===== src/rtl/functional_unit_pipe.sv =====
// functional_unit_pipe: pipelined integer functional unit with a valid/ready handshake
// on both sides. Ops 0-10 and illegal opcodes complete in one cycle. MADD (opcode 11)
// takes two cycles and exists only when FUNCTIONAL_UNIT_MADD_EN is defined. In the default
// build there is no multiplier and no MUL state, and opcode 11 is handled as illegal.
module functional_unit_pipe #(
  parameter int unsigned WIDTH = 32,
  parameter int unsigned SHW   = $clog2(WIDTH)
) (
  input  logic             CLOCK,
  input  logic             RESET_N,
  input  logic [WIDTH-1:0] A,
  input  logic [WIDTH-1:0] B,
  input  logic [WIDTH-1:0] C,
  input  logic [4:0]       INST,
  input  logic             CI,
  input  logic             IN_VALID,
  output logic             IN_READY,
  output logic [WIDTH-1:0] Z,
  output logic [3:0]       FLAGS,
  output logic             ILLEGAL,
  output logic             OUT_VALID,
  input  logic             OUT_READY
);

  localparam logic [4:0] OpAdd  = 5'd0;
  localparam logic [4:0] OpSub  = 5'd1;
  localparam logic [4:0] OpAnd  = 5'd2;
  localparam logic [4:0] OpOr   = 5'd3;
  localparam logic [4:0] OpXor  = 5'd4;
  localparam logic [4:0] OpNot  = 5'd5;
  localparam logic [4:0] OpShl  = 5'd6;
  localparam logic [4:0] OpShr  = 5'd7;
  localparam logic [4:0] OpSra  = 5'd8;
  localparam logic [4:0] OpRol  = 5'd9;
  localparam logic [4:0] OpPass = 5'd10;
  localparam logic [4:0] OpMadd = 5'd11;

  logic [WIDTH-1:0] z_q;
  logic [3:0]       flags_q;
  logic             illegal_q;
  logic             valid_q;

  logic [SHW-1:0]   shamt;
  logic             out_free;
  logic             accept;

  // Single-cycle result for the operation currently presented on the inputs.
  logic [WIDTH-1:0]   res_z;
  logic               res_c;
  logic               res_v;
  logic               res_illegal;
  logic [3:0]         res_flags;
  logic [WIDTH:0]     sra_wide;
  logic [2*WIDTH-1:0] rol_wide;

  assign shamt    = B[SHW-1:0];
  assign out_free = !valid_q || OUT_READY;
  assign accept   = IN_VALID && IN_READY;

  assign Z         = z_q;
  assign FLAGS     = flags_q;
  assign ILLEGAL   = illegal_q;
  assign OUT_VALID = valid_q;

  // Combinational datapath for ops that complete in one cycle, plus illegal decode.
  always_comb begin
    res_z       = '0;
    res_c       = 1'b0;
    res_v       = 1'b0;
    res_illegal = 1'b0;
    // Carry-out of a shift is the extra bit shifted beyond the word; a zero shift yields 0.
    sra_wide    = $signed({A, 1'b0}) >>> shamt;
    rol_wide    = {A, A} << shamt;
    case (INST)
      OpAdd: begin
        {res_c, res_z} = {1'b0, A} + {1'b0, B} + {{WIDTH{1'b0}}, CI};
        res_v = (A[WIDTH-1] == B[WIDTH-1]) && (res_z[WIDTH-1] != A[WIDTH-1]);
      end
      OpSub: begin
        // Carry is the inverted borrow: set when A >= B unsigned.
        {res_c, res_z} = {1'b0, A} + {1'b0, ~B} + {{WIDTH{1'b0}}, 1'b1};
        res_v = (A[WIDTH-1] != B[WIDTH-1]) && (res_z[WIDTH-1] != A[WIDTH-1]);
      end
      OpAnd:  res_z = A & B;
      OpOr:   res_z = A | B;
      OpXor:  res_z = A ^ B;
      OpNot:  res_z = ~A;
      OpShl:  {res_c, res_z} = {1'b0, A} << shamt;
      OpShr:  {res_z, res_c} = {A, 1'b0} >> shamt;
      OpSra:  {res_z, res_c} = sra_wide;
      OpRol: begin
        res_z = rol_wide[2*WIDTH-1:WIDTH];
        // The bit rotated out of the top lands in bit 0.
        res_c = (shamt != '0) && res_z[0];
      end
      OpPass: res_z = A;
      default: res_illegal = 1'b1;
    endcase
    if (res_illegal) begin
      res_z = '0;
      res_c = 1'b0;
      res_v = 1'b0;
    end
  end

  assign res_flags = res_illegal ? 4'b0000
                                 : {res_z[WIDTH-1], (res_z == '0), res_c, res_v};

`ifdef FUNCTIONAL_UNIT_MADD_EN
  typedef enum logic {StIdle, StMul} state_e;

  state_e           state_q;
  logic [WIDTH-1:0] product_q;
  logic [WIDTH-1:0] addend_q;
  logic [WIDTH-1:0] madd_z;
  logic             madd_c;
  logic             is_madd;

  assign is_madd  = (INST == OpMadd);
  assign IN_READY = RESET_N && (state_q == StIdle) && out_free;

  // Second MADD stage: low product plus addend.
  always_comb begin
    {madd_c, madd_z} = {1'b0, product_q} + {1'b0, addend_q};
  end

  // Control FSM with registered result, flags and handshake state.
  always_ff @(posedge CLOCK or negedge RESET_N) begin
    if (!RESET_N) begin
      state_q   <= StIdle;
      valid_q   <= 1'b0;
      z_q       <= '0;
      flags_q   <= 4'b0000;
      illegal_q <= 1'b0;
      product_q <= '0;
      addend_q  <= '0;
    end else begin
      // A consumed result drops unless a new one loads below on the same edge.
      if (OUT_READY) valid_q <= 1'b0;
      case (state_q)
        StIdle: begin
          if (accept) begin
            if (is_madd) begin
              product_q <= A * B;
              addend_q  <= C;
              state_q   <= StMul;
            end else begin
              z_q       <= res_z;
              flags_q   <= res_flags;
              illegal_q <= res_illegal;
              valid_q   <= 1'b1;
            end
          end
        end
        StMul: begin
          // Hold product and addend until the output register can take the result.
          if (out_free) begin
            z_q       <= madd_z;
            flags_q   <= {madd_z[WIDTH-1], (madd_z == '0), madd_c, 1'b0};
            illegal_q <= 1'b0;
            valid_q   <= 1'b1;
            state_q   <= StIdle;
          end
        end
        default: state_q <= StIdle;
      endcase
    end
  end
`else
  // C only feeds MADD, which is absent from this build.
  logic unused_c;
  assign unused_c = ^C;

  assign IN_READY = RESET_N && out_free;

  // Output register: every accepted operation, legal or not, completes in one cycle.
  always_ff @(posedge CLOCK or negedge RESET_N) begin
    if (!RESET_N) begin
      valid_q   <= 1'b0;
      z_q       <= '0;
      flags_q   <= 4'b0000;
      illegal_q <= 1'b0;
    end else begin
      if (OUT_READY) valid_q <= 1'b0;
      if (accept) begin
        z_q       <= res_z;
        flags_q   <= res_flags;
        illegal_q <= res_illegal;
        valid_q   <= 1'b1;
      end
    end
  end
`endif

endmodule


===== config.mk =====
export PLATFORM = sky130hd
export DESIGN_NAME = functional_unit_pipe
export DESIGN_NICKNAME = d
export VERILOG_FILES = /design/src/rtl/functional_unit_pipe.sv
export SDC_FILE = /design/constraint.sdc
export NUM_CORES = 1
export LEC_CHECK = 0
export BUFFER_PORTS_ARGS = -buffer_cell sky130_fd_sc_hd__buf_2
export CORE_MARGIN = 3
export CORE_UTILIZATION = 35
export CTS_BUF_LIST = sky130_fd_sc_hd__clkbuf_8 sky130_fd_sc_hd__clkbuf_16
export CTS_CLUSTER_DIAMETER = 100
export DETAILED_ROUTE_END_ITERATION = 8
export REMOVE_ABC_BUFFERS = 1
export SLEW_MARGIN = 20
export SYNTH_ARGS = -nofsm -noshare
export SYNTH_HDL_FRONTEND = slang
export SYNTH_SLANG_ARGS = --single-unit

===== constraint.sdc =====
create_clock -name CLOCK -period 2.5 [get_ports CLOCK]
set_input_delay 0.125 -clock CLOCK [delete_from_list [all_inputs] [get_ports CLOCK]]
set_output_delay 0.125 -clock CLOCK [all_outputs]
set_load 0.01 [all_outputs]

# ---- After elaboration in Yosys (flattened, before gate mapping)
# Cells that the tools add are included.
dict set report word_totals {
  input_bits 106
  out_inout_bits 39
  register_bits 38
  word_cells 51
}
dict set report classes {
  n_shift 4
  n_addsub 4
  reduce_logical 12
  n_eq_ne 14
  n_mux 8
  n_bitwise 5
}
# op count
set ops {}
lappend ops {{32-bit case mux with 11 select lines} 1}
lappend ops {{32-bit by 32-bit adder with 33-bit output} 2}
lappend ops {{32-bit inverter} 2}
lappend ops {{64-bit by 5-bit << shifter with 64-bit output} 1}
lappend ops {{33-bit by 1-bit adder with 33-bit output} 1}
lappend ops {{33-bit by 1-bit adder with 33-bit output (second input constant)} 1}
lappend ops {{32-bit by 5-bit << shifter with 33-bit output} 1}
lappend ops {{33-bit by 5-bit >> shifter with 33-bit output} 1}
lappend ops {{33-bit by 5-bit >>> shifter with 33-bit output} 1}
lappend ops {{32-bit AND} 1}
lappend ops {{32-bit zero test} 1}
lappend ops {{32-bit two-way mux} 1}
lappend ops {{32-bit OR} 1}
lappend ops {{32-bit bitwise XOR} 1}
lappend ops {{5-bit by 3-bit == test with 1-bit output (second input constant)} 4}
lappend ops {{5-bit by 4-bit == test with 1-bit output (second input constant)} 3}
lappend ops {{11-bit OR reduction} 1}
lappend ops {{5-bit by 2-bit == test with 1-bit output (second input constant)} 2}
lappend ops {{1-bit case mux with 6 select lines} 1}
lappend ops {{5-bit by 1-bit == test with 1-bit output (second input constant)} 1}
lappend ops {{1-bit logical AND} 5}
lappend ops {{5-bit zero test} 1}
lappend ops {{5-bit nonzero test} 1}
lappend ops {{4-bit two-way mux} 1}
lappend ops {{other kinds (7)} 11}

# ---- Logic depth before layout (Yosys ltp)
# Gate-level depths: netlist of the first run.
dict set report logic_depth {
  ltp_word 7
  ltp_mapped 17
  mapped_depth_nobuf 15
}

# ---- Least setup slack after synthesis of the first run
# Ideal clock, no wire load.
dict set report synth_path {
  kind {input-to-reg}
  startpoint {in B[2]}
  endpoint {reg flags_q[2] (netlist: FLAGS[2])}
  arrival_ns 3.789
  t_required_ns 2.434
  setup_time_ns 0.066
  cell_stages 17
  slack_ns -1.355
  n_path_buf 4
  cell_sequence {buf_4 > buf_6 > clkinv_1 > buf_2 > clkbuf_1 > ha_1 > a211oi_1 > nor2_1 > a2111oi_2 > o31ai_1 > o31a_1 > a22oi_1 > a31oi_1 > or3_1 > nor4_1 > nand4_1 > nand2_1}
}
dict set report synth_via {
  elab_chain_cells 7
  elab_cells_between_ends 16
  classes_between {4 x add/sub; 4 x shift; 3 x mux; 4 x bitwise; 1 x reduce/logical}
}
# item line
set synth_rtl {}
lappend synth_rtl {{start, declared} 12} ;# input logic [WIDTH-1:0] B,
lappend synth_rtl {{32-bit inverter} 81} ;# {res_c, res_z} = {1'b0, A} + {1'b0, ~B} + {{WIDTH{1'b0}}, 1'b1};
lappend synth_rtl {{32-bit by 32-bit adder with 33-bit output} 81}
lappend synth_rtl {{33-bit by 1-bit adder with 33-bit output} 81}
lappend synth_rtl {{32-bit case mux with 11 select lines (*)} 74} ;# case (INST)
lappend synth_rtl {{32-bit two-way mux (*)} 99} ;# if (res_illegal) begin
lappend synth_rtl {{32-bit zero test (*)} 107} ;# : {res_z[WIDTH-1], (res_z == '0), res_c, res_v};
lappend synth_rtl {{4-bit two-way mux (*)} 106} ;# assign res_flags = res_illegal ? 4'b0000
lappend synth_rtl {{end signal, assigned} 187} ;# flags_q <= res_flags;
lappend synth_rtl {{end, declared} 39} ;# logic [3:0] flags_q;
# Mark *: on every way between the ends. The rest lies on a longest branch, timed or not.
# A chain may end at the register's enable or synchronous reset.

# ---- Final worst setup path of the first run
# Same ends and word-level chain as after synthesis.

==> results of run 1 <==
==> cell usage after synthesis, types with 19 or more instances <==
master | instances | area share (%)
a211oi_1 | 33 | 1.7
a21oi_1 | 131 | 4.4
a221oi_1 | 21 | 1.2
a22o_1 | 22 | 1.3
and3_1 | 19 | 0.79
buf_2 | 45 | 1.5
buf_4 | 25 | 1.3
clkbuf_1 | 107 | 2.7
dfrtp_1 | 37 | 6.2
ha_1 | 107 | 8.9
inv_1 | 97 | 2.4
mux2_2 | 41 | 3.1
mux2i_1 | 116 | 7.7
mux4_2 | 87 | 13
nand2_1 | 144 | 3.6
nand2b_1 | 26 | 1.1
nand3_1 | 68 | 2.3
nand4_1 | 25 | 1.0
nor2_1 | 141 | 3.5
nor2b_1 | 24 | 1.0
nor3_1 | 82 | 2.7
nor4_1 | 39 | 1.6
o2111ai_1 | 28 | 1.6
o211ai_1 | 26 | 1.3
o21ai_0 | 80 | 2.7
o22ai_1 | 35 | 1.5
o31ai_1 | 19 | 0.95
==> area by class of cell <==
type / instances / share of cell area [%]
Multi-Input combinational cell: 1628 / 56.7
Tap cell: 539 / 2.52
Clock buffer: 7 / 0.570
Antenna cell: 4 / 0.0374
Timing Repair Buffer: 1139 / 35.1
Sequential cell: 37 / 3.46
Inverter: 100 / 1.53
Clock inverter: 1 / 0.0327
==> worst max path at each step <==
stage	endpoint	slack, ps	cells after the start
after CTS	FLAGS[2]	-1140	21
after detailed placement	FLAGS[2]	-2120	17
after floorplan	FLAGS[2]	-1220	13
final	FLAGS[2]	-1340	16
after global routing	FLAGS[2]	-1410	15
after global placement	FLAGS[2]	-2140	17
==> per-stage QoR <==
step / util (%) / TNS [ps] / hold slack [ps] / power, mW / cells
after floorplan: - / -19980 / -171 / 2.51 / 1765
after global placement: 53.7 / -33270 / 349 / 5.51 / 3332
after detailed placement: 53.7 / -32970 / 361 / 5.55 / 3332
after CTS: 59.2 / -11230 / 35.7 / 6.81 / 3408
after global routing: 63.5 / -11900 / 111 / 7.76 / 3452
final: 63.6 / -10910 / 102 / 7.59 / 3455
==> worst max-delay path: cells and delay by family <==
family,cells,cell delay [ps]
AOI/OAI and AO/OA,2,900
buffers and inverters,6,880
muxes,1,520
and+or+nand+nor,7,1640
==> timing repair <==
action	4_1_cts	5_1_grt
setup buffers	65	54
resized for setup	328	307
cloned	9	1
setup endpoints to repair	35	35
pin swaps	91	110
==> registers in the layout, indices dropped and copies added (netlist names) <==
register,cells
OUT_VALID,1
Z,32
ILLEGAL,1
FLAGS,3
==> power breakdown <==
group          internal, mW  switching, mW  leakage, nW
Sequential            0.656         0.0386        0.498
Clock                 0.429          0.304       0.0806
Combinational          2.81           3.35         11.5
Total                  3.90           3.69         12.1
==> per-layer routing <==
metal | vias up | GRT usage [%] | wire length [um] | share of wire, %
li1 | 9530 | - | - | -
met1 | 11500 | 62.8 | 43700 | 37
met2 | 2098 | 73.9 | 48700 | 41
met3 | 599 | 14.8 | 15400 | 13
met4 | 6 | 30.7 | 10300 | 8.7
met5 | - | 0 | 115 | 0.097
==> cells by family after synthesis <==
kind of cell / count (synthesis)
and+or+nand+nor: 652
AOI/OAI and AO/OA: 607
buffers and inverters: 298
muxes: 246
adders and majority gates: 110
DFF: 37
xor gates and xnor gates: 13
==> summary.txt, run 1 <==
Setup path
  • Crit end category: flip-flop
  • CP max-delay cell: a222oi_1
  • CP startpoint: B[2]
  • Worst-path maximum fanout: 7
  • Arr. time, crit path: 4090 ps
  • Reg-to-Reg Start: OUT_VALID
  • Startpoint Class: input port
  • Kind of critical path: input port to flip-flop
  • Critical path required time: 2750 ps
  • R2r worst-path depth: 11
  • Cell Chain, Critical Path: buf_8, buf_12, buf_12, mux4_2, a222oi_1, o22ai_2, nor4_4, buf_4, nand4_1, buf_6, nor4_4, nand4_1, nor4_4, buf_4, nand4_1, nand2_1
  • R2r endpoint: FLAGS[2]
  • Flop2flop setup slack: -700 ps
  • Max incr delay on CP: 660 ps

Cells and area
  • Post-route cell area: 26800 um2
  • Most frequent cells in the layout: 912 x buf_4, 141 x nand2_1, 122 x nor2_1, 96 x a21oi_1, 94 x buf_2
  • Footprint of the multi-input gates: 15200 um2
  • Most common library cell in the layout ignoring fill and taps: buf_4
  • Nets: 3127
  • P&R area growth vs syn: 78.4%
  • Share of layout cells above drive strength 1: 56.0%
  • Register area: 926 um2
  • FILL cells: 3565

Route
  • Vias/cell: 6.86
  • Post-Route WL: 118000 um
  • Number of routed nets with antenna violations: 0
  • First DRT Iteration DRCs: 3298
  • DR DRC count: 0
  • DR vias: 23700
  • Router iterations before antenna repair: 7
  • WL per Instance: 34.2 um

Logic synthesis
  • Post-synthesis sequential area ratio: 6.17%
  • Compound-cell area share of the yosys netlist: 28.6%
  • Yosys reg bits: 37
  • Cell count after synthesis: 1963
  • Adder-Cell Fraction of Synth Area: 9.32%
  • Async S/R FF share, synth: 100%
  • Mapped cell area: 15000 um2
  • Synth warnings: 0
  • Combinational family with the most area after synthesis: compound AO/OA/AOI/OAI gates
  • Post-Synth XOR/XNOR Area: 0.758%
  • Synth unique cells: 91
  • Simple-Gate Fraction of Synth Area: 22.0%
  • Multiplexer share of the synthesized area: 24.2%
  • Post-synth EDFFs: 0
  • Post-synthesis average cell area: 7.65 um2
  • Top_reg_cell synth: dfrtp_1

Floorplan
  • Core footprint: 42100 um2
  • Io pins: 145
  • Die ar.: 45400 um2
  • Chip height: 213 um
  • Row count: 75
  • Die extent in x: 213 um
  • Initial core utilization: 35.6%

Clock network
  • H-tree depth: 2
  • Hold Buf Count CTS: 0
  • CTS tree: done
  • CTS buffer count: 5
  • Max Root-Sink Buffers: 2
  • Latest clock arrival within the worst-skew pair: 310 ps
  • Root Buffer: clkbuf_16
  • CTS clk-pin slew, worst paths: 70 ps
  • Clk sinks: 37

GRT
  • Total grt overflow: 0
  • Initial antenna violation count: 7
  • First-pass GRT wire length: 162000 um
  • Vias in the first global route: 22800
  • Global-route usage over all layers: 49.6%
  • Pin count of the biggest net entering global routing: 39

Outcome
  • Status: finished, violations left
  • Failing checks: setup timing

Timing
  • Clock Skew: 8.76 ps
  • # setup viols final: 29
  • Hold Fails Final Rpt: 0
  • Final Max Slew Viols: 0
  • Fin crit share: 154%
  • Minimum clock period: 3840 ps
  • Worst Slack Setup Final: -1340 ps
  • Unrepaired setup endpoints after global routing: yes
  • Fmax: 0.260 GHz
  • Relative slew slack: 45.6%
  • Worst Tran Pin Value: 815 ps

Placed design
  • Placer Congestion: 1.07
  • I/O Buffers: 112
  • Setup WS pre-CTS: -2120 ps
  • DPL Wire Length: 92800 um
  • Post-DP Area: 22600 um2

Power
  • P_leak: 12.1 nW
  • Highest ir drop seen on vdd: 0.235 mV
  • Power density over the cells: 283 nW/um2

Worst hold path
  • Min-delay worst type: input port to async pin

Run
  • Max Cap Violations: 0
No activity file was read; power rests on OpenSTA's default activity.
==> inputs of run 2 (changes only) <==
SETUP_SLACK_MARGIN = 0.5   (was unset)
==> run 2 against run 1 <==
- the flow still finishes with violations (setup timing)
- cell area up 1.3%
- clock skew barely moved
- largest cell class unchanged
- cell count up 0.52%
- non-clock buffer count increased by 17
- critical path type unchanged
- wire length is 0.91% higher
- first-iteration DRC count decreased by 2.0%
==> summary.txt, run 2 (synthesized netlist as in run 1, its figures left out) <==
Outcome
  • Status: finished, violations left
  • Failing checks: setup timing

Timing
  • Worst Tran Pin Value: 812 ps
  • Fin crit share: 163%
  • Clock Skew: 8.84 ps
  • Minimum clock period: 4070 ps
  • # setup viols final: 27
  • Fmax: 0.246 GHz
  • Relative slew slack: 45.4%
  • Hold Fails Final Rpt: 0
  • Final setup TNS: -12470 ps
  • Hold slack: 55.4 ps
  • Unrepaired setup endpoints after global routing: yes
  • Worst Slack Setup Final: -1570 ps
  • Final Max Slew Viols: 0

Clock network
  • CTS tree: done
  • CTS buffer count: 5
  • H-tree depth: 2
  • Latest clock arrival within the worst-skew pair: 320 ps
  • CTS clk-pin slew, worst paths: 60 ps
  • Max Root-Sink Buffers: 2
  • Hold Buf Count CTS: 0
  • Clk sinks: 37
  • Root Buffer: clkbuf_16

Route
  • First DRT Iteration DRCs: 3232
  • DR vias: 23900
  • Router iterations before antenna repair: 6
  • WL per Instance: 34.3 um
  • Post-Route WL: 119000 um
  • Number of routed nets with antenna violations: 0
  • Vias/cell: 6.88
  • DR DRC count: 0

GRT
  • Pin count of the biggest net entering global routing: 39
  • Initial antenna violation count: 7
  • First-pass GRT wire length: 163000 um
  • Global-route usage over all layers: 49.8%
  • Vias in the first global route: 23100
  • Total grt overflow: 0

Floorplan
  • Core footprint: 42100 um2
  • Io pins: 145
  • Die extent in x: 213 um
  • Row count: 75
  • Chip height: 213 um
  • Die ar.: 45400 um2
  • Initial core utilization: 35.6%

Power
  • P_leak: 12.2 nW
  • Power density over the cells: 284 nW/um2
  • Highest ir drop seen on vdd: 0.255 mV
  • Design Power: 7.71 mW

Setup path
  • Buf/Inv on CP: 6
  • Kind of critical path: input port to flip-flop
  • Crit end category: flip-flop
  • CP top delay family: simple AND/OR/NAND/NOR gates
  • Max incr delay on CP: 700 ps
  • Cell Chain, Critical Path: buf_8, buf_12, buf_12, mux4_2, a222oi_1, o22ai_1, nor4_2, buf_4, nand4_1, buf_6, nor4_4, nand4_1, nor4_4, buf_4, nand4_1, nand2_1
  • Worst-path maximum fanout: 8
  • Arr. time, crit path: 4320 ps
  • Critical path required time: 2760 ps
  • Most used cell, CP: nand4_1
  • CP max-delay cell: a222oi_1
  • Startpoint Class: input port

Cells and area
  • Utilization after layout: 64.4%
  • Most common library cell in the layout ignoring fill and taps: buf_4
  • P&R area growth vs syn: 80.7%
  • Most frequent cells in the layout: 898 x buf_4, 141 x nand2_1, 126 x nor2_1, 98 x a21oi_1, 95 x buf_2
  • Nets: 3144
  • Max reg flops: 32
  • Finished Layout Cells: 3473
  • Share of layout cells above drive strength 1: 56.2%

Placed design
  • I/O Buffers: 112
  • Placed cell count: 3332
  • Placer Congestion: 1.07
  • DPL Wire Length: 92800 um

Run
  • Max Cap Violations: 0

Worst hold path
  • Min-delay worst type: input port to async pin
==> run 2: changes by cell type in the layout (fill, tap and decap cells not counted), moves of 4 or more <==
cell     change
buf_4       -14
buf_8        +4
nor2_1       +4
o21ai_0      -6
buf_6       +20
buf_12       +9
ha_2         -5
o21ai_1      +5
==> run 2: layout make-up <==
cell class	count	area (um2)
fill	3515	15000
tap	539	674
inverter	100	412
clock buffer	7	153
sequential	37	926
clock inverter	1	8.76
timing repair buffer	1156	9740
multi-input combinational	1628	15200
antenna	5	12.5
==> run 2: worst paths after layout <==
kind | start | endpoint | slack (ps) | cells after the start
worst max-delay path | B[2] | FLAGS[2] | -1570 | 16
max in group asynchronous | RESET_N | FLAGS[2] | 2080 | 2
min in group CLOCK | OUT_READY | OUT_VALID | 150 | 4
worst min-delay path | RESET_N | Z[22] | 60 | 2
worst min register to register | Z[8] | Z[8] | 480 | 1
worst max register to register | OUT_VALID | FLAGS[2] | -740 | 11
==> run 2: repair_timing <==
action | in CTS | in global routing
endpoints found under the setup margin | 35 | 35
setup buffers | 74 | 44
resized for setup | 461 | 199
pin swaps | 101 | 97
hold endpoints to repair | 0 | 0
cloned | 9 | 1
==> run 2: through the flow <==
step	worst slack [ps]	area (um2)
final	-1570	27100
after global routing	-1440	27100
after detailed placement	-2120	22600
after floorplan	-1220	14000
after CTS	-1150	25700
after global placement	-2140	22600
==> run 2: routing by layer <==
layer	wire [um]	vias to the layer above	GRT usage [%]
li1	-	9566	-
met1	43500	11500	62.2
met2	48600	2173	73.4
met3	16100	673	15.4
met4	11000	2	33.7
met5	12	-	1.51
==> run 2: report_power, final <==
part	total (mW)	switching, mW	internal (mW)	leakage, nW
clock	0.744	0.315	0.429	0.0806
combinational	6.28	3.38	2.89	11.6
sequential	0.694	0.0374	0.656	0.498
